**src/rtl/pipelined_instruction_decoder_pkg.sv**
```systemverilog
// Shared decode definitions: opcodes, function/mux encodings and the control-word layout.
package pipelined_instruction_decoder_pkg;

  localparam int unsigned OPC_W = 7;
  localparam int unsigned FS_W  = 5;

  // Opcode map
  localparam logic [OPC_W-1:0] OP_NOP = 7'b0000000;
  localparam logic [OPC_W-1:0] OP_MOV = 7'b0000010;
  localparam logic [OPC_W-1:0] OP_ADD = 7'b0000101;
  localparam logic [OPC_W-1:0] OP_ADI = 7'b1100101;
  localparam logic [OPC_W-1:0] OP_AND = 7'b0001000;
  localparam logic [OPC_W-1:0] OP_OR  = 7'b0001010;
  localparam logic [OPC_W-1:0] OP_XOR = 7'b0001100;
  localparam logic [OPC_W-1:0] OP_LD  = 7'b0100001;
  localparam logic [OPC_W-1:0] OP_ST  = 7'b0100000;
  localparam logic [OPC_W-1:0] OP_BZ  = 7'b1000000;
  localparam logic [OPC_W-1:0] OP_JMP = 7'b1100000;

  // Function-unit selects
  localparam logic [FS_W-1:0] FS_MOVA = 5'b00000;
  localparam logic [FS_W-1:0] FS_ADD  = 5'b00010;
  localparam logic [FS_W-1:0] FS_AND  = 5'b01000;
  localparam logic [FS_W-1:0] FS_OR   = 5'b01010;
  localparam logic [FS_W-1:0] FS_XOR  = 5'b01100;

  // Result-mux and branch selects
  localparam logic [1:0] MD_FU   = 2'b00;
  localparam logic [1:0] MD_MEM  = 2'b01;
  localparam logic [1:0] BS_NONE = 2'b00;
  localparam logic [1:0] BS_ZERO = 2'b01;
  localparam logic [1:0] BS_JUMP = 2'b11;

  typedef struct packed {
    logic            rw;
    logic [1:0]      md;
    logic [1:0]      bs;
    logic            ps;
    logic            mw;
    logic [FS_W-1:0] fs;
    logic            ma;
    logic            mb;
    logic            cs;
  } ctrl_t;

  localparam int unsigned CTRL_W = $bits(ctrl_t);

  // A drained word must not write, store or branch; the other fields are left alone.
  function automatic ctrl_t drain_ctrl(input ctrl_t c);
    ctrl_t r;
    r    = c;
    r.rw = 1'b0;
    r.mw = 1'b0;
    r.bs = BS_NONE;
    r.ps = 1'b0;
    return r;
  endfunction

endpackage

```
**src/rtl/pipelined_instruction_decoder_if.sv**
```systemverilog
// Decoder bus: upstream (IR/fetch) handshake, downstream (execute) handshake and control word.
//  slave  : the decoder side
//  master : the fetch/execute environment side
interface pipelined_instruction_decoder_if #(
  parameter int unsigned INSTR_W = 32,
  parameter int unsigned REG_AW  = 5
) ();

  logic               IN_VALID;
  logic               IN_READY;
  logic [INSTR_W-1:0] IR_instruction;
  logic               FLUSH;
  logic               OUT_VALID;
  logic               OUT_READY;
  logic               RW;
  logic               MW;
  logic               PS;
  logic               MA;
  logic               MB;
  logic               CS;
  logic [1:0]         MD;
  logic [1:0]         BS;
  logic [4:0]         FS;
  logic [REG_AW-1:0]  DA;
  logic [REG_AW-1:0]  AA;
  logic [REG_AW-1:0]  BA;
  logic               ILLEGAL;
  logic               STALL;

  modport slave (
    input  IN_VALID, IR_instruction, FLUSH, OUT_READY,
    output IN_READY, OUT_VALID, RW, MW, PS, MA, MB, CS, MD, BS, FS,
           DA, AA, BA, ILLEGAL, STALL
  );

  modport master (
    output IN_VALID, IR_instruction, FLUSH, OUT_READY,
    input  IN_READY, OUT_VALID, RW, MW, PS, MA, MB, CS, MD, BS, FS,
           DA, AA, BA, ILLEGAL, STALL
  );

endinterface

```
**src/rtl/pipelined_instruction_decoder_decode_rom.sv**
```systemverilog
// Combinational opcode -> control-word table with an illegal-opcode flag.
//  opcode_i  : instruction opcode
//  ctrl_o    : decoded control bits (NOP for unknown opcodes)
//  illegal_o : opcode not present in the table
module pipelined_instruction_decoder_decode_rom
  import pipelined_instruction_decoder_pkg::*;
(
  input  logic [OPC_W-1:0] opcode_i,
  output ctrl_t            ctrl_o,
  output logic             illegal_o
);

  always_comb begin
    ctrl_o    = '0;
    illegal_o = 1'b0;
    unique case (opcode_i)
      OP_NOP: ;
      OP_MOV: begin ctrl_o.rw = 1'b1; ctrl_o.fs = FS_MOVA; end
      OP_ADD: begin ctrl_o.rw = 1'b1; ctrl_o.fs = FS_ADD;  end
      OP_ADI: begin ctrl_o.rw = 1'b1; ctrl_o.fs = FS_ADD; ctrl_o.mb = 1'b1; end
      OP_AND: begin ctrl_o.rw = 1'b1; ctrl_o.fs = FS_AND;  end
      OP_OR:  begin ctrl_o.rw = 1'b1; ctrl_o.fs = FS_OR;   end
      OP_XOR: begin ctrl_o.rw = 1'b1; ctrl_o.fs = FS_XOR;  end
      OP_LD:  begin ctrl_o.rw = 1'b1; ctrl_o.md = MD_MEM;  end
      OP_ST:  begin ctrl_o.mw = 1'b1; end
      OP_BZ:  begin ctrl_o.bs = BS_ZERO; ctrl_o.mb = 1'b1; ctrl_o.cs = 1'b1; end
      OP_JMP: begin ctrl_o.bs = BS_JUMP; ctrl_o.mb = 1'b1; ctrl_o.cs = 1'b1; end
      default: illegal_o = 1'b1;
    endcase
  end

endmodule

```
**src/rtl/pipelined_instruction_decoder.sv**
```systemverilog
// Decode stage: registers the control word behind valid/ready, tracks in-flight register
// writers in a shift-register scoreboard and holds issue on read-after-write hazards.
//  CLK, RESET_N : clock, asynchronous active-low reset
//  bus (slave)  : IN_VALID/IN_READY/IR_instruction from fetch, FLUSH,
//                 OUT_VALID/OUT_READY and the control word to execute, ILLEGAL, STALL
module pipelined_instruction_decoder
  import pipelined_instruction_decoder_pkg::*;
#(
  parameter int unsigned INSTR_W   = 32,
  parameter int unsigned OPCODE_W  = 7,
  parameter int unsigned REG_AW    = 5,
  parameter int unsigned HAZ_DEPTH = 2,
  parameter bit          R0_ZERO   = 1'b1
) (
  input logic                      CLK,
  input logic                      RESET_N,
  pipelined_instruction_decoder_if.slave bus
);

  // Field positions below the opcode: DA, AA, BA, then unused low bits
  localparam int unsigned DA_LSB = INSTR_W - OPCODE_W - REG_AW;
  localparam int unsigned AA_LSB = DA_LSB - REG_AW;
  localparam int unsigned BA_LSB = AA_LSB - REG_AW;

  logic [OPC_W-1:0]  opcode;
  logic [REG_AW-1:0] in_da;
  logic [REG_AW-1:0] in_aa;
  logic [REG_AW-1:0] in_ba;
  logic [BA_LSB-1:0] unused_ir_bits;

  assign opcode         = OPC_W'(bus.IR_instruction[INSTR_W-1 -: OPCODE_W]);
  assign in_da          = bus.IR_instruction[DA_LSB +: REG_AW];
  assign in_aa          = bus.IR_instruction[AA_LSB +: REG_AW];
  assign in_ba          = bus.IR_instruction[BA_LSB +: REG_AW];
  assign unused_ir_bits = bus.IR_instruction[BA_LSB-1:0];

  ctrl_t rom_ctrl;
  logic  rom_illegal;

  pipelined_instruction_decoder_decode_rom u_rom (
    .opcode_i  (opcode),
    .ctrl_o    (rom_ctrl),
    .illegal_o (rom_illegal)
  );

  // Output register
  ctrl_t             ctrl_q, ctrl_d;
  logic [REG_AW-1:0] da_q, da_d;
  logic [REG_AW-1:0] aa_q, aa_d;
  logic [REG_AW-1:0] ba_q, ba_d;
  logic              ill_q, ill_d;
  logic              ov_q, ov_d;

  // Scoreboard of recently issued writers
  logic [HAZ_DEPTH-1:0] sb_wr_q, sb_wr_d;
  logic [REG_AW-1:0]    sb_da_q [HAZ_DEPTH];
  logic [REG_AW-1:0]    sb_da_d [HAZ_DEPTH];

  logic aa_rd, ba_rd, src_hit, hazard, in_ready, fire_in;

  // Hazard detection: compare the sources the incoming word actually reads against
  // the held writer and every live scoreboard entry.
  always_comb begin
    aa_rd   = !rom_ctrl.ma;
    ba_rd   = !rom_ctrl.mb && (rom_ctrl.mw || rom_ctrl.rw || (rom_ctrl.bs != BS_NONE));
    src_hit = 1'b0;
    if (R0_ZERO) begin
      if (in_aa == '0) aa_rd = 1'b0;
      if (in_ba == '0) ba_rd = 1'b0;
    end
    if (ov_q && ctrl_q.rw) begin
      src_hit = src_hit | (aa_rd && (in_aa == da_q)) | (ba_rd && (in_ba == da_q));
    end
    for (int i = 0; i < int'(HAZ_DEPTH); i++) begin
      if (sb_wr_q[i]) begin
        src_hit = src_hit | (aa_rd && (in_aa == sb_da_q[i])) | (ba_rd && (in_ba == sb_da_q[i]));
      end
    end
    hazard = bus.IN_VALID && src_hit;
  end

  assign in_ready     = !bus.FLUSH && !hazard && (!ov_q || bus.OUT_READY);
  assign fire_in      = bus.IN_VALID && in_ready;
  assign bus.IN_READY = in_ready;
  assign bus.STALL    = hazard;

  // Output-register next state: flush, then load, then drain, else hold.
  always_comb begin
    ctrl_d = ctrl_q;
    da_d   = da_q;
    aa_d   = aa_q;
    ba_d   = ba_q;
    ill_d  = ill_q;
    ov_d   = ov_q;
    if (bus.FLUSH) begin
      ov_d   = 1'b0;
      ill_d  = 1'b0;
      ctrl_d = drain_ctrl(ctrl_q);
    end else if (fire_in) begin
      ov_d   = 1'b1;
      ill_d  = rom_illegal;
      ctrl_d = rom_ctrl;
      da_d   = in_da;
      aa_d   = in_aa;
      ba_d   = in_ba;
    end else if (ov_q && bus.OUT_READY) begin
      ov_d   = 1'b0;
      ctrl_d = drain_ctrl(ctrl_q);
    end
  end

  // Scoreboard shift: entry 0 captures the writer leaving this cycle.
  always_comb begin
    sb_wr_d    = sb_wr_q;
    sb_da_d    = sb_da_q;
    sb_wr_d[0] = ov_q && bus.OUT_READY && ctrl_q.rw;
    sb_da_d[0] = da_q;
    for (int i = 1; i < int'(HAZ_DEPTH); i++) begin
      sb_wr_d[i] = sb_wr_q[i-1];
      sb_da_d[i] = sb_da_q[i-1];
    end
  end

  always_ff @(posedge CLK or negedge RESET_N) begin
    if (!RESET_N) begin
      ctrl_q  <= '0;
      da_q    <= '0;
      aa_q    <= '0;
      ba_q    <= '0;
      ill_q   <= 1'b0;
      ov_q    <= 1'b0;
      sb_wr_q <= '0;
      for (int i = 0; i < int'(HAZ_DEPTH); i++) sb_da_q[i] <= '0;
    end else begin
      ctrl_q  <= ctrl_d;
      da_q    <= da_d;
      aa_q    <= aa_d;
      ba_q    <= ba_d;
      ill_q   <= ill_d;
      ov_q    <= ov_d;
      sb_wr_q <= sb_wr_d;
      for (int i = 0; i < int'(HAZ_DEPTH); i++) sb_da_q[i] <= sb_da_d[i];
    end
  end

  assign bus.OUT_VALID = ov_q;
  assign bus.RW        = ctrl_q.rw;
  assign bus.MD        = ctrl_q.md;
  assign bus.BS        = ctrl_q.bs;
  assign bus.PS        = ctrl_q.ps;
  assign bus.MW        = ctrl_q.mw;
  assign bus.FS        = ctrl_q.fs;
  assign bus.MA        = ctrl_q.ma;
  assign bus.MB        = ctrl_q.mb;
  assign bus.CS        = ctrl_q.cs;
  assign bus.DA        = da_q;
  assign bus.AA        = aa_q;
  assign bus.BA        = ba_q;
  assign bus.ILLEGAL   = ill_q;

endmodule
```
**src/flat_wrapper.sv**
```systemverilog
// flat-port wrapper written by rule: the top's interface ports become plain ports
module pipelined_instruction_decoder_flat import pipelined_instruction_decoder_pkg::*;
#(
  parameter int unsigned INSTR_W   = 32,
  parameter int unsigned OPCODE_W  = 7,
  parameter int unsigned REG_AW    = 5,
  parameter int unsigned HAZ_DEPTH = 2,
  parameter bit          R0_ZERO   = 1'b1
)
  (CLK, RESET_N, bus_IN_VALID, bus_IR_instruction, bus_FLUSH, bus_OUT_READY, bus_IN_READY, bus_OUT_VALID, bus_RW, bus_MW, bus_PS, bus_MA, bus_MB, bus_CS, bus_MD, bus_BS, bus_FS, bus_DA, bus_AA, bus_BA, bus_ILLEGAL, bus_STALL);
  pipelined_instruction_decoder_if #(.INSTR_W(INSTR_W), .REG_AW(REG_AW)) bus_i ();
  input logic CLK;
  input logic RESET_N;
  input wire logic [$bits(bus_i.IN_VALID)-1:0] bus_IN_VALID;
  input wire logic [$bits(bus_i.IR_instruction)-1:0] bus_IR_instruction;
  input wire logic [$bits(bus_i.FLUSH)-1:0] bus_FLUSH;
  input wire logic [$bits(bus_i.OUT_READY)-1:0] bus_OUT_READY;
  output wire logic [$bits(bus_i.IN_READY)-1:0] bus_IN_READY;
  output wire logic [$bits(bus_i.OUT_VALID)-1:0] bus_OUT_VALID;
  output wire logic [$bits(bus_i.RW)-1:0] bus_RW;
  output wire logic [$bits(bus_i.MW)-1:0] bus_MW;
  output wire logic [$bits(bus_i.PS)-1:0] bus_PS;
  output wire logic [$bits(bus_i.MA)-1:0] bus_MA;
  output wire logic [$bits(bus_i.MB)-1:0] bus_MB;
  output wire logic [$bits(bus_i.CS)-1:0] bus_CS;
  output wire logic [$bits(bus_i.MD)-1:0] bus_MD;
  output wire logic [$bits(bus_i.BS)-1:0] bus_BS;
  output wire logic [$bits(bus_i.FS)-1:0] bus_FS;
  output wire logic [$bits(bus_i.DA)-1:0] bus_DA;
  output wire logic [$bits(bus_i.AA)-1:0] bus_AA;
  output wire logic [$bits(bus_i.BA)-1:0] bus_BA;
  output wire logic [$bits(bus_i.ILLEGAL)-1:0] bus_ILLEGAL;
  output wire logic [$bits(bus_i.STALL)-1:0] bus_STALL;
  assign bus_i.IN_VALID = bus_IN_VALID;
  assign bus_i.IR_instruction = bus_IR_instruction;
  assign bus_i.FLUSH = bus_FLUSH;
  assign bus_i.OUT_READY = bus_OUT_READY;
  assign bus_IN_READY = bus_i.IN_READY;
  assign bus_OUT_VALID = bus_i.OUT_VALID;
  assign bus_RW = bus_i.RW;
  assign bus_MW = bus_i.MW;
  assign bus_PS = bus_i.PS;
  assign bus_MA = bus_i.MA;
  assign bus_MB = bus_i.MB;
  assign bus_CS = bus_i.CS;
  assign bus_MD = bus_i.MD;
  assign bus_BS = bus_i.BS;
  assign bus_FS = bus_i.FS;
  assign bus_DA = bus_i.DA;
  assign bus_AA = bus_i.AA;
  assign bus_BA = bus_i.BA;
  assign bus_ILLEGAL = bus_i.ILLEGAL;
  assign bus_STALL = bus_i.STALL;
  pipelined_instruction_decoder #(.INSTR_W(INSTR_W), .OPCODE_W(OPCODE_W), .REG_AW(REG_AW), .HAZ_DEPTH(HAZ_DEPTH), .R0_ZERO(R0_ZERO)) u_core (.CLK(CLK), .RESET_N(RESET_N), .bus(bus_i));
endmodule
```
**config.mk**
```make
export PLATFORM = sky130hd
export DESIGN_NAME = pipelined_instruction_decoder_flat
export DESIGN_NICKNAME = d
export VERILOG_FILES = /design/src/rtl/pipelined_instruction_decoder_pkg.sv /design/src/rtl/pipelined_instruction_decoder_if.sv /design/src/rtl/pipelined_instruction_decoder_decode_rom.sv /design/src/rtl/pipelined_instruction_decoder.sv /design/src/flat_wrapper.sv
export SDC_FILE = /design/constraint.sdc
export NUM_CORES = 1
export LEC_CHECK = 0
export ABC_AREA = 0
export BUFFER_PORTS_ARGS = -buffer_cell sky130_fd_sc_hd__buf_2
export CAP_MARGIN = 40
export CORE_MARGIN = 1
export CORE_UTILIZATION = 35
export CTS_CLUSTER_SIZE = 30
export DETAILED_ROUTE_END_ITERATION = 12
export PLACE_DENSITY = 0.65
export SLEW_MARGIN = 0
export SYNTH_ARGS = -nofsm -noshare
export SYNTH_HDL_FRONTEND = slang
export SYNTH_SLANG_ARGS = --single-unit
```
**constraint.sdc**
```tcl
create_clock -name CLK -period 2.4 [get_ports CLK]
set_input_delay 0.12 -clock CLK [delete_from_list [all_inputs] [get_ports CLK]]
set_output_delay 0.12 -clock CLK [all_outputs]
set_load 0.02 [all_outputs]
```
==> results of run 1 <==
==> power by group <==
part / internal [mW] / leakage [nW] / switching [mW]
clock network: 0.310 / 0.0581 / 0.240
logic: 0.206 / 0.760 / 0.213
registers: 0.737 / 0.487 / 0.0729
==> state kept, by name (all words and copies together), names as in the netlist <==
register / cells
u_core.bus.AA: 5
u_core.bus.BA: 5
u_core.bus.DA: 5
u_core.sb_da_d: 5
u_core.sb_da_q: 5
u_core.bus.FS: 3
u_core.bus.BS: 2
u_core.sb_wr_q: 2
u_core.bus.CS: 1
u_core.bus.ILLEGAL: 1
u_core.bus.MB: 1
u_core.bus.MD: 1
u_core.bus.MW: 1
u_core.bus.OUT_VALID: 1
u_core.bus.RW: 1
==> per-stage QoR <==
step | std cells | cell area [µm²] | hold slack, ns | util
after global placement | 305 | 2455 | 0.2839 | 0.4146
final | 319 | 2628 | 0.05030 | 0.4438
after detailed placement | 306 | 2475 | 0.02768 | 0.4180
after floorplan | 185 | 2155 | -0.1756 | -
after global routing | 319 | 2628 | 0.04827 | 0.4438
after CTS | 315 | 2597 | 0.04352 | 0.4387
==> cells in the mapped netlist, types with 2 or more instances <==
master | n | area (µm²)
a21oi_1 | 4 | 20.02
and3_2 | 3 | 22.52
buf_4 | 10 | 75.07
dfrtp_1 | 39 | 975.9
inv_1 | 4 | 15.01
mux2_2 | 8 | 90.09
mux2_4 | 13 | 195.2
mux2i_1 | 6 | 60.06
nand2_1 | 12 | 45.04
nand3_1 | 4 | 20.02
nand4_1 | 3 | 18.77
nor2_1 | 11 | 41.29
nor3_1 | 2 | 10.01
nor4_1 | 4 | 25.02
o21ai_0 | 2 | 10.01
or4_2 | 2 | 17.52
xnor2_1 | 17 | 148.9
xor2_1 | 14 | 122.6
==> worst max path at each step <==
stage               cells after the start  slack (ns)                   start          endpoint
floorplan                               7        0.43       u_core.sb_da_d[4]  u_core.bus.BA[0]
global placement                        8        0.17  bus_IR_instruction[29]  u_core.bus.DA[4]
detailed placement                      8        0.17  bus_IR_instruction[29]  u_core.bus.BA[3]
CTS                                     7        0.12       u_core.sb_da_d[2]      bus_IN_READY
global route                            7        0.06       u_core.sb_da_d[2]      bus_IN_READY
finish                                  7        0.18       u_core.sb_da_d[2]      bus_IN_READY
==> logic make-up (layout without fill, tap and decap cells) <==
family	after synthesis	count (layout)	synth area share
DFF	39	39	0.4561
buffers and inverters	18	77	0.05905
and+or+nand+nor	51	51	0.1363
muxes	27	27	0.1614
AOI/OAI and AO/OA	14	14	0.05848
other	1	5	0.001753
xor gates and xnor gates	31	31	0.1269
==> layer usage <==
metal	part of all wire	vias to the layer above
met5	0	-
met3	0.048	10
met2	0.45	50
met4	0.021	0
li1	-	742
met1	0.48	724
==> what timing repair did <==
item                                    4_1_cts  5_1_grt
endpoints found under the setup margin        0        4
buffers inserted                              0        4
gates resized for setup                       0        1
hold buffers                                  1        0
hold endpoints to repair                     12        0
==> layout make-up <==
class | count | area (µm²)
well taps | 75 | 93.84
fillers | 559 | 3293
repair buffers | 65 | 377.9
clock buffers | 5 | 68.82
multi-input cells | 128 | 1052
inverters | 4 | 15.01
clock inverters | 3 | 43.79
flip-flops and latches | 39 | 975.9
==> results.md, run 1 <==
- Outcome: finished, final reports clean
- Via count: 1,526
- Final Hold Fails: 0
- Number of antenna diodes: 0
- Ordered cell list for the critical path: xor2_1 > nor4_1 > and3_2 > o31ai_2 > o21ai_1 > a221oi_1 > buf_2
- Overall power: 1.779 mW
- First-pass GRT wire length: 6.782 mm
- Sink Count: 39
- GR met3 Demand/Resource: 0.03068
- Max-slew violations: 0
- Most Crowded Layer GR: met2
- Avg Cell Area, Syn: 11.82 µm²
- Setup WS post-layout: 0.1779 ns
- Commonest non-fill, non-tap cell in the layout: buf_2
- Final nets: 280
- Worst path buffer plus inverter count: 1
- Worst-path clk slew: 0.08 ns
- Initial antenna violation count: 0
- Die area: 6430 µm²
- Cell area after synthesis: 2140 µm²
- Post-synthesis cell count: 181
- Slowest CP cell: dfrtp_1
- CTS H-tree depth: 2
- Most used DFF post-synth: dfrtp_1
- CP arrival: 2.10 ns
- Drt pass-1 iters: 4
- DR WL/cell: 13.14 µm
- DRC: 0
- Largest net degree at the start of global routing: 28
- Ys Warns: 0
- Worst-case hold path end point: u_core.bus.DA[0]
- Yosys cell types: 41
- LEAKAGE: 1.306 nW
- #FFs+latches synth: 39
- Reg-to-reg slack, setup: 0.28 ns
- Layout cells sized above 1: 0.4344
- Hold Path Depth: 2
- Period utilization: 0.9259
- Die Y: 80.19 µm
- Critical Path RT: 2.28 ns
- Number of CTS-inserted buffers: 5
- Clock skew: 0.008099 ns
- Root Driver: clkbuf_8
- DRT antenna net count: 0
- R2R cell count: 8
- VDD IR max: 0.4308 mV
- Pwr/cell area: 677.2 nW/µm²
- CP max stage delay: 0.42 ns
- Max Root-Sink Buffers: 2
- Core Box Area: 5921 µm²
- Most frequent cells in the layout: buf_2 (55), dfrtp_1 (39), xnor2_1 (17)
- GRT met2 Usage: 0.2205
- Crit path max-delay family: compound AO/OA/AOI/OAI gates
- Min-delay worst type: in2reg
- Initial core utilization: 0.3614
- Reg2reg end: u_core.bus.DA[4]
- CP endpoint kind: primary output
- Clock Latency Late Sink: 0.29 ns
- Max Freq: 0.4500 GHz
- Worst r2r src: u_core.bus.DA[1]
- Global route total overflow: 0
- Total Wirelength: 4.192 mm
- Ys async rst share: 1.000
- DP Worst Slack: 0.1715 ns
- IO Count: 71
- Final setup viols: 0
- FP Rows: 28
- Critical Path Fanout Max: 3
- Seq/Total Area, Yosys: 0.4561
- Max_cap viols: 0
- DR iter-0 viols: 74
- Die width: 80.19 µm
- Routed vias/inst: 4.784
- Number of flops mapped to enable cells by yosys: 0
- Number of global-route vias before repair: 1,431
- Tmin final: 2.222 ns
- Worst Setup Start Kind: flip-flop
- Met1 usage: 0.1796
- Gpl congestion: 0.8606
- RSZ-0062 raised after global routing: no
- TritonCTS clock tree: built
- Crit Path Class: reg2out
- Area delta synth->final: 22.81%
- Port bufs: 55
- Setup TNS: 0 ns
- Placed wire-length estimate: 3.227 mm
- Gr usage total: 0.1393
- Hold_sp: bus_IR_instruction[20]
Power figures use the tool's default switching activity.
==> run 2: changes to the inputs <==
- CORE_UTILIZATION: 35 -> 50
- PLACE_DENSITY: 0.65 -> 0.85
==> run 2 against run 1 <==
Total power decreased by 7.5%. Via count decreased by 1.6%. Sequential power about the same. First-iteration DRC count increased by 9.5%. Hold slack improved by 0.0038 ns. Largest cell class unchanged. Largest power group unchanged. Highest routed layer unchanged.
==> results.md, run 2 (synthesized netlist as in run 1, its figures left out) <==
- Outcome: finished, final reports clean (unchanged)
- Overall power: 1.646 mW (was 1.779 mW)
- PostCTS Resize Cnt: 0 (unchanged)
- FP Rows: 23 (was 28)
- Max-slew violations: 0 (unchanged)
- Final setup viols: 0 (unchanged)
- Net Sw Frac: 0.3058 (was 0.2960)
- Max Root-Sink Buffers: 2 (unchanged)
- Clk pwr share: 0.255 (was 0.309)
- Clock skew: 0.006168 ns (was 0.008099 ns)
- Gate power share: 0.252 (was 0.236)
- Final nets: 275 (was 280)
- TritonCTS clock tree: built (unchanged)
- Min-delay worst type: in2reg (unchanged)
- Layout cells sized above 1: 0.4142 (was 0.4344)
- CP max stage delay: 0.40 ns (was 0.42 ns)
- Number of antenna diodes: 0 (unchanged)
- Tmin final: 2.271 ns (was 2.222 ns)
- Gr usage total: 0.2051 (was 0.1393)
- Ordered cell list for the critical path: xor2_1 > nor4_1 > and3_2 > o31ai_2 > o211ai_4 > buf_4 > mux2_4 (was xor2_1 > nor4_1 > and3_2 > o31ai_2 > o21ai_1 > a221oi_1 > buf_2)
- Most frequent cells in the layout: buf_2 (55), dfrtp_1 (39), xnor2_1 (17) (unchanged)
- Die area: 4545 µm² (was 6430 µm²)
- Period utilization: 0.9464 (was 0.9259)
- Reg power frac: 0.493 (was 0.455)
- Global route total overflow: 0 (unchanged)
- Port bufs: 55 (unchanged)
- Pwr/cell area: 649.2 nW/µm² (was 677.2 nW/µm²)
- Critical Path Fanout Max: 8 (was 3)
- R2R cell count: 7 (was 8)
- Slowest CP cell: dfrtp_1 (unchanged)
- Worst-case hold path end point: u_core.bus.DA[1] (was u_core.bus.DA[0])
- First-pass GRT wire length: 6.617 mm (was 6.782 mm)
- Die width: 67.42 µm (was 80.19 µm)
- Number of global-route vias before repair: 1,452 (was 1,431)
- Commonest non-fill, non-tap cell in the layout: buf_2 (unchanged)
- Number of CTS-inserted buffers: 5 (unchanged)
- Sw Pwr: 0.5033 mW (was 0.5267 mW)
- Finished Cell Area: 2535 µm² (was 2628 µm²)
- Pint: 1.142 mW (was 1.253 mW)
- Total Wirelength: 4.206 mm (was 4.192 mm)
- LEAKAGE: 1.271 nW (was 1.306 nW)
- RSZ-0062 raised after global routing: no (unchanged)
- Reg-to-reg slack, setup: 0.13 ns (was 0.28 ns)
- Drt pass-1 iters: 4 (unchanged)
- Worst r2r src: u_core.sb_da_q[4] (was u_core.bus.DA[1])
- Largest net degree at the start of global routing: 24 (was 28)
- DP Area: 2444 µm² (was 2475 µm²)
- Setup TNS: 0 ns (unchanged)
- Area delta synth->final: 18.48% (was 22.81%)
- CP arrival: 2.45 ns (was 2.10 ns)
- Routed vias/inst: 5.197 (was 4.784)
- Reg2reg end: u_core.bus.DA[0] (was u_core.bus.DA[4])
- Core Box Area: 4058 µm² (was 5921 µm²)
- CP endpoint kind: flip-flop (was primary output)
- DRT antenna net count: 0 (unchanged)
- Die Y: 67.42 µm (was 80.19 µm)
- VDD IR max: 0.4058 mV (was 0.4308 mV)
- Initial antenna violation count: 0 (unchanged)
- Max Freq: 0.4403 GHz (was 0.4500 GHz)
- Placed wire-length estimate: 3.250 mm (was 3.227 mm)
- Initial core utilization: 0.5273 (was 0.3614)
- Crit Path Class: reg2reg (was reg2out)
- Hold Path Depth: 2 (unchanged)
- IO Count: 71 (unchanged)
- CTS H-tree depth: 2 (unchanged)
- Via count: 1,502 (was 1,526)
- DR iter-0 viols: 81 (was 74)
- Root Driver: clkbuf_8 (unchanged)
- FF+latch area: 975.9 µm² (unchanged)
- Multi-input combinational cell area: 1052 µm² (unchanged)
- DRC: 0 (unchanged)
- Final Hold Fails: 0 (unchanged)
- Worst-path clk slew: 0.07 ns (was 0.08 ns)
- Hold_sp: bus_IR_instruction[21] (was bus_IR_instruction[20])
- Max_cap viols: 0 (unchanged)
- Worst Setup Start Kind: flip-flop (unchanged)
- Clock Latency Late Sink: 0.29 ns (about the same)
- Critical Path RT: 2.58 ns (was 2.28 ns)
- WHS: 0.05405 ns (was 0.05030 ns)
- DR WL/cell: 14.55 µm (was 13.14 µm)
- Sink Count: 39 (unchanged)
- Gpl congestion: 0.8741 (was 0.8606)
- Filler cells: 341 (was 559)
## run 2: worst max path at each step
stage | start | endpoint | cells after the start
detailed placement | u_core.sb_da_q[4] | u_core.bus.DA[0] | 7
floorplan | u_core.sb_da_d[4] | u_core.bus.BA[0] | 7
finish | u_core.sb_da_q[4] | u_core.bus.DA[0] | 7
CTS | u_core.sb_da_d[4] | bus_IN_READY | 7
global placement | u_core.sb_da_d[4] | u_core.bus.DA[1] | 7
global route | u_core.sb_da_d[4] | bus_IN_READY | 7
## run 2: cell type report
cell class              count  share of cell area
clock buffers               7             0.03011
multi-input cells         128              0.4151
flip-flops and latches     39              0.3850
repair buffers             60              0.1372
well taps                  50             0.02468
clock inverters             1            0.001974
inverters                   4            0.005923
## run 2: per-layer routing
| metal | share of wire | routed length (µm) | vias to the layer above | GRT usage |
|---|---|---|---|---|
| met5 | 0 | 0 | - | 0 |
| met4 | 0.010 | 43 | 0 | 0.08245 |
| met3 | 0.064 | 270 | 4 | 0.07264 |
| met1 | 0.43 | 1794 | 727 | 0.2408 |
| met2 | 0.50 | 2098 | 48 | 0.3400 |
| li1 | - | - | 723 | - |
## run 2: stage by stage
stage | std cells | setup WS (ns) | utilization
after global routing | 289 | 0.01552 | 0.6247
final | 289 | 0.1287 | 0.6247
after detailed placement | 280 | 0.1191 | 0.6022
after CTS | 289 | 0.09597 | 0.6247
after floorplan | 185 | 0.4275 | -
after global placement | 279 | 0.2017 | 0.5954
## run 2: critical path: cells and delay by family, from the launching register on
kind | cells | cell delay (ns)
AO/OA/AOI/OAI | 2 | 0.45
flip-flops | 1 | 0.40
buffers and inverters | 1 | 0.26
XOR/XNOR | 1 | 0.14
multiplexers | 1 | 0.31
AND/OR/NAND/NOR | 2 | 0.60
## run 2: repair_timing
item                      in CTS  in global routing
setup buffers                  0                  0
hold buffers                   1                  0
hold endpoints to repair      16                  0
## run 2: power by group through the flow
stage                     sequential (mW)  clock [mW]  combinational (mW)
after floorplan                     0.857           0               0.258
after global placement              0.822           0               0.403
after detailed placement            0.825           0               0.416
after CTS                           0.812       0.436               0.419
after global routing                0.824       0.465               0.450
final                               0.811       0.420               0.415
==> run 3: changes to the inputs <==
- CORE_MARGIN: 1 -> 5
- CORE_UTILIZATION: 50 -> 52
- CTS_BUF_LIST: default -> sky130_fd_sc_hd__clkbuf_8
- PLACE_DENSITY: 0.85 -> 0.88
==> run 3 against run 2 <==
Sequential share of layout area up 0.17 points. Die area rose by 21%. Total power is 0.13% higher. Critical endpoint is now bus_IN_READY. Non-clock buffer count decreased by 1. Register-to-register slack better by 0.07 ns. Core utilization is 0.62 points higher. Sequential cell count did not move. Clock power about the same.
==> results.md, run 3 (synthesized netlist as in run 1, its figures left out) <==
- CTS H-tree depth: 2 (unchanged)
- Initial antenna violation count: 0 (unchanged)
- Max Freq: 0.4515 GHz (was 0.4403 GHz)
- Number of antenna diodes: 0 (unchanged)
- Number of CTS-inserted buffers: 5 (unchanged)
- Clk pwr share: 0.256 (was 0.255)
- CP arrival: 2.09 ns (was 2.45 ns)
- Outcome: finished, final reports clean (unchanged)
- First-pass GRT wire length: 7.396 mm (was 6.617 mm)
- Gate power share: 0.251 (was 0.252)
- Initial core utilization: 0.5349 (was 0.5273)
- Gr usage total: 0.1762 (was 0.2051)
- Die area: 5497 µm² (was 4545 µm²)
- DRT antenna net count: 0 (unchanged)
- Sink Count: 39 (unchanged)
- CP max stage delay: 0.42 ns (was 0.40 ns)
- Largest net degree at the start of global routing: 39 (was 24)
- Pwr/cell area: 653.0 nW/µm² (was 649.2 nW/µm²)
- Placed wire-length estimate: 3.409 mm (was 3.250 mm)
- DR WL/cell: 15.64 µm (was 14.55 µm)
- Reg power frac: 0.493 (about the same)
- Crit Path Class: reg2out (was reg2reg)
- Core Box Area: 4000 µm² (was 4058 µm²)
- CP endpoint kind: primary output (was flip-flop)
- DR iter-0 viols: 76 (was 81)
- Final Hold Fails: 0 (unchanged)
- Layout cells sized above 1: 0.4244 (was 0.4142)
- FP Rows: 23 (unchanged)
- Critical Path RT: 2.28 ns (was 2.58 ns)
- RSZ-0062 raised after global routing: no (unchanged)
- Net Sw Frac: 0.3127 (was 0.3058)
- Final setup viols: 0 (unchanged)
- Final nets: 274 (was 275)
- IO Count: 71 (unchanged)
- WHS: 0.05116 ns (was 0.05405 ns)
- Most frequent cells in the layout: buf_2 (55), dfrtp_1 (39), xnor2_1 (17) (unchanged)
- Max Root-Sink Buffers: 2 (unchanged)
- Worst-path clk slew: 0.08 ns (was 0.07 ns)
- Area delta synth->final: 17.95% (was 18.48%)
- Via count: 1,525 (was 1,502)
- Port bufs: 55 (unchanged)
- Worst Setup Start Kind: flip-flop (unchanged)
- Pint: 1.133 mW (was 1.142 mW)
- Crit path max-delay family: compound AO/OA/AOI/OAI gates (was simple AND/OR/NAND/NOR gates)
- Period utilization: 0.9228 (was 0.9464)
- Die Y: 74.15 µm (was 67.42 µm)
- Drt pass-1 iters: 4 (unchanged)
- Critical Path Fanout Max: 3 (was 8)
- DRC: 0 (unchanged)
- Gpl congestion: 0.9188 (was 0.8741)
- Max-slew violations: 0 (unchanged)
- Setup TNS: 0 ns (unchanged)
- Sw Pwr: 0.5153 mW (was 0.5033 mW)
- Worst path buffer plus inverter count: 1 (unchanged)
- Ordered cell list for the critical path: xor2_1 > nor4_1 > and3_2 > o31ai_4 > o21ai_0 > a221oi_1 > buf_2 (was xor2_1 > nor4_1 > and3_2 > o31ai_2 > o211ai_4 > buf_4 > mux2_4)
- Min-delay worst type: in2reg (unchanged)
- Commonest non-fill, non-tap cell in the layout: buf_2 (unchanged)
- Slowest CP cell: dfrtp_1 (unchanged)
- Post-CTS Setup Bufs: 0 (unchanged)
- Root Driver: clkbuf_8 (unchanged)
- VDD IR max: 0.4166 mV (was 0.4058 mV)
- Max_cap viols: 0 (unchanged)
- LEAKAGE: 1.266 nW (was 1.271 nW)
- Routed vias/inst: 5.295 (was 5.197)
- Die width: 74.15 µm (was 67.42 µm)
- Clock Latency Late Sink: 0.29 ns (about the same)
- Tmin final: 2.215 ns (was 2.271 ns)
- Number of global-route vias before repair: 1,572 (was 1,452)
- Global route total overflow: 0 (unchanged)
- Total Wirelength: 4.505 mm (was 4.206 mm)
- TritonCTS clock tree: built (unchanged)
- Clock skew: 0.01028 ns (was 0.006168 ns)
[run 3: what timing repair did]
item                                   CTS  global route
gates resized for setup                  0             2
hold buffers                             1             0
endpoints found under the hold margin   39             0
setup endpoints to repair                0             1
[run 3: cell type report]
class,instances,area [µm²]
Fill cell,324,1476
Inverter,4,15.01
Clock inverter,3,15.01
Tap cell,50,62.56
Multi-Input combinational cell,128,1066
Timing Repair Buffer,59,320.3
Sequential cell,39,975.9
Clock buffer,5,68.82
[run 3: routing by layer]
metal  vias to the layer above  routed length [µm]  GRT usage
met2                        41                2196     0.2854
met3                        11                 275    0.03784
met1                       750                1922     0.2302
li1                        723                   -          -
met4                         0                 111    0.07243
met5                         -                   0          0
[run 3: per-stage QoR]
stage          std cells  setup slack, ns  power, mW    util  area, µm²
2_1_floorplan        185           0.4275      1.115       -       2155
3_3_place_gp         278           0.3059      1.218  0.5990       2396
3_5_place_dp         279           0.2530      1.237  0.6040       2416
4_1_cts              288           0.1422      1.658  0.6275       2510
5_1_grt              288          0.01880      1.725  0.6309       2524
6_report             288           0.1853      1.648  0.6309       2524
[run 3: power groups by stage]
stage / Combinational [mW] / Clock (mW) / Sequential, mW
after detailed placement: 0.412 / 0 / 0.826
after global routing: 0.448 / 0.452 / 0.824
after CTS: 0.415 / 0.429 / 0.814
after global placement: 0.399 / 0 / 0.819
after floorplan: 0.258 / 0 / 0.857
final: 0.413 / 0.422 / 0.813
[run 3: path summary, 6_finish.rpt]
check / from / to / slack, ns / depth (start not counted)
worst max register to register: u_core.bus.DA[4] / u_core.bus.AA[4] / 0.20 / 7
worst max-delay path: u_core.sb_da_d[0] / bus_IN_READY / 0.19 / 7
worst min register to register: u_core.sb_wr_q[0] / u_core.sb_wr_q[1] / 0.40 / 0
min in group asynchronous: RESET_N / u_core.bus.AA[0] / 0.15 / 2
worst min-delay path: bus_IR_instruction[23] / u_core.bus.DA[3] / 0.05 / 2
max in group asynchronous: RESET_N / u_core.bus.MD[0] / 1.87 / 3
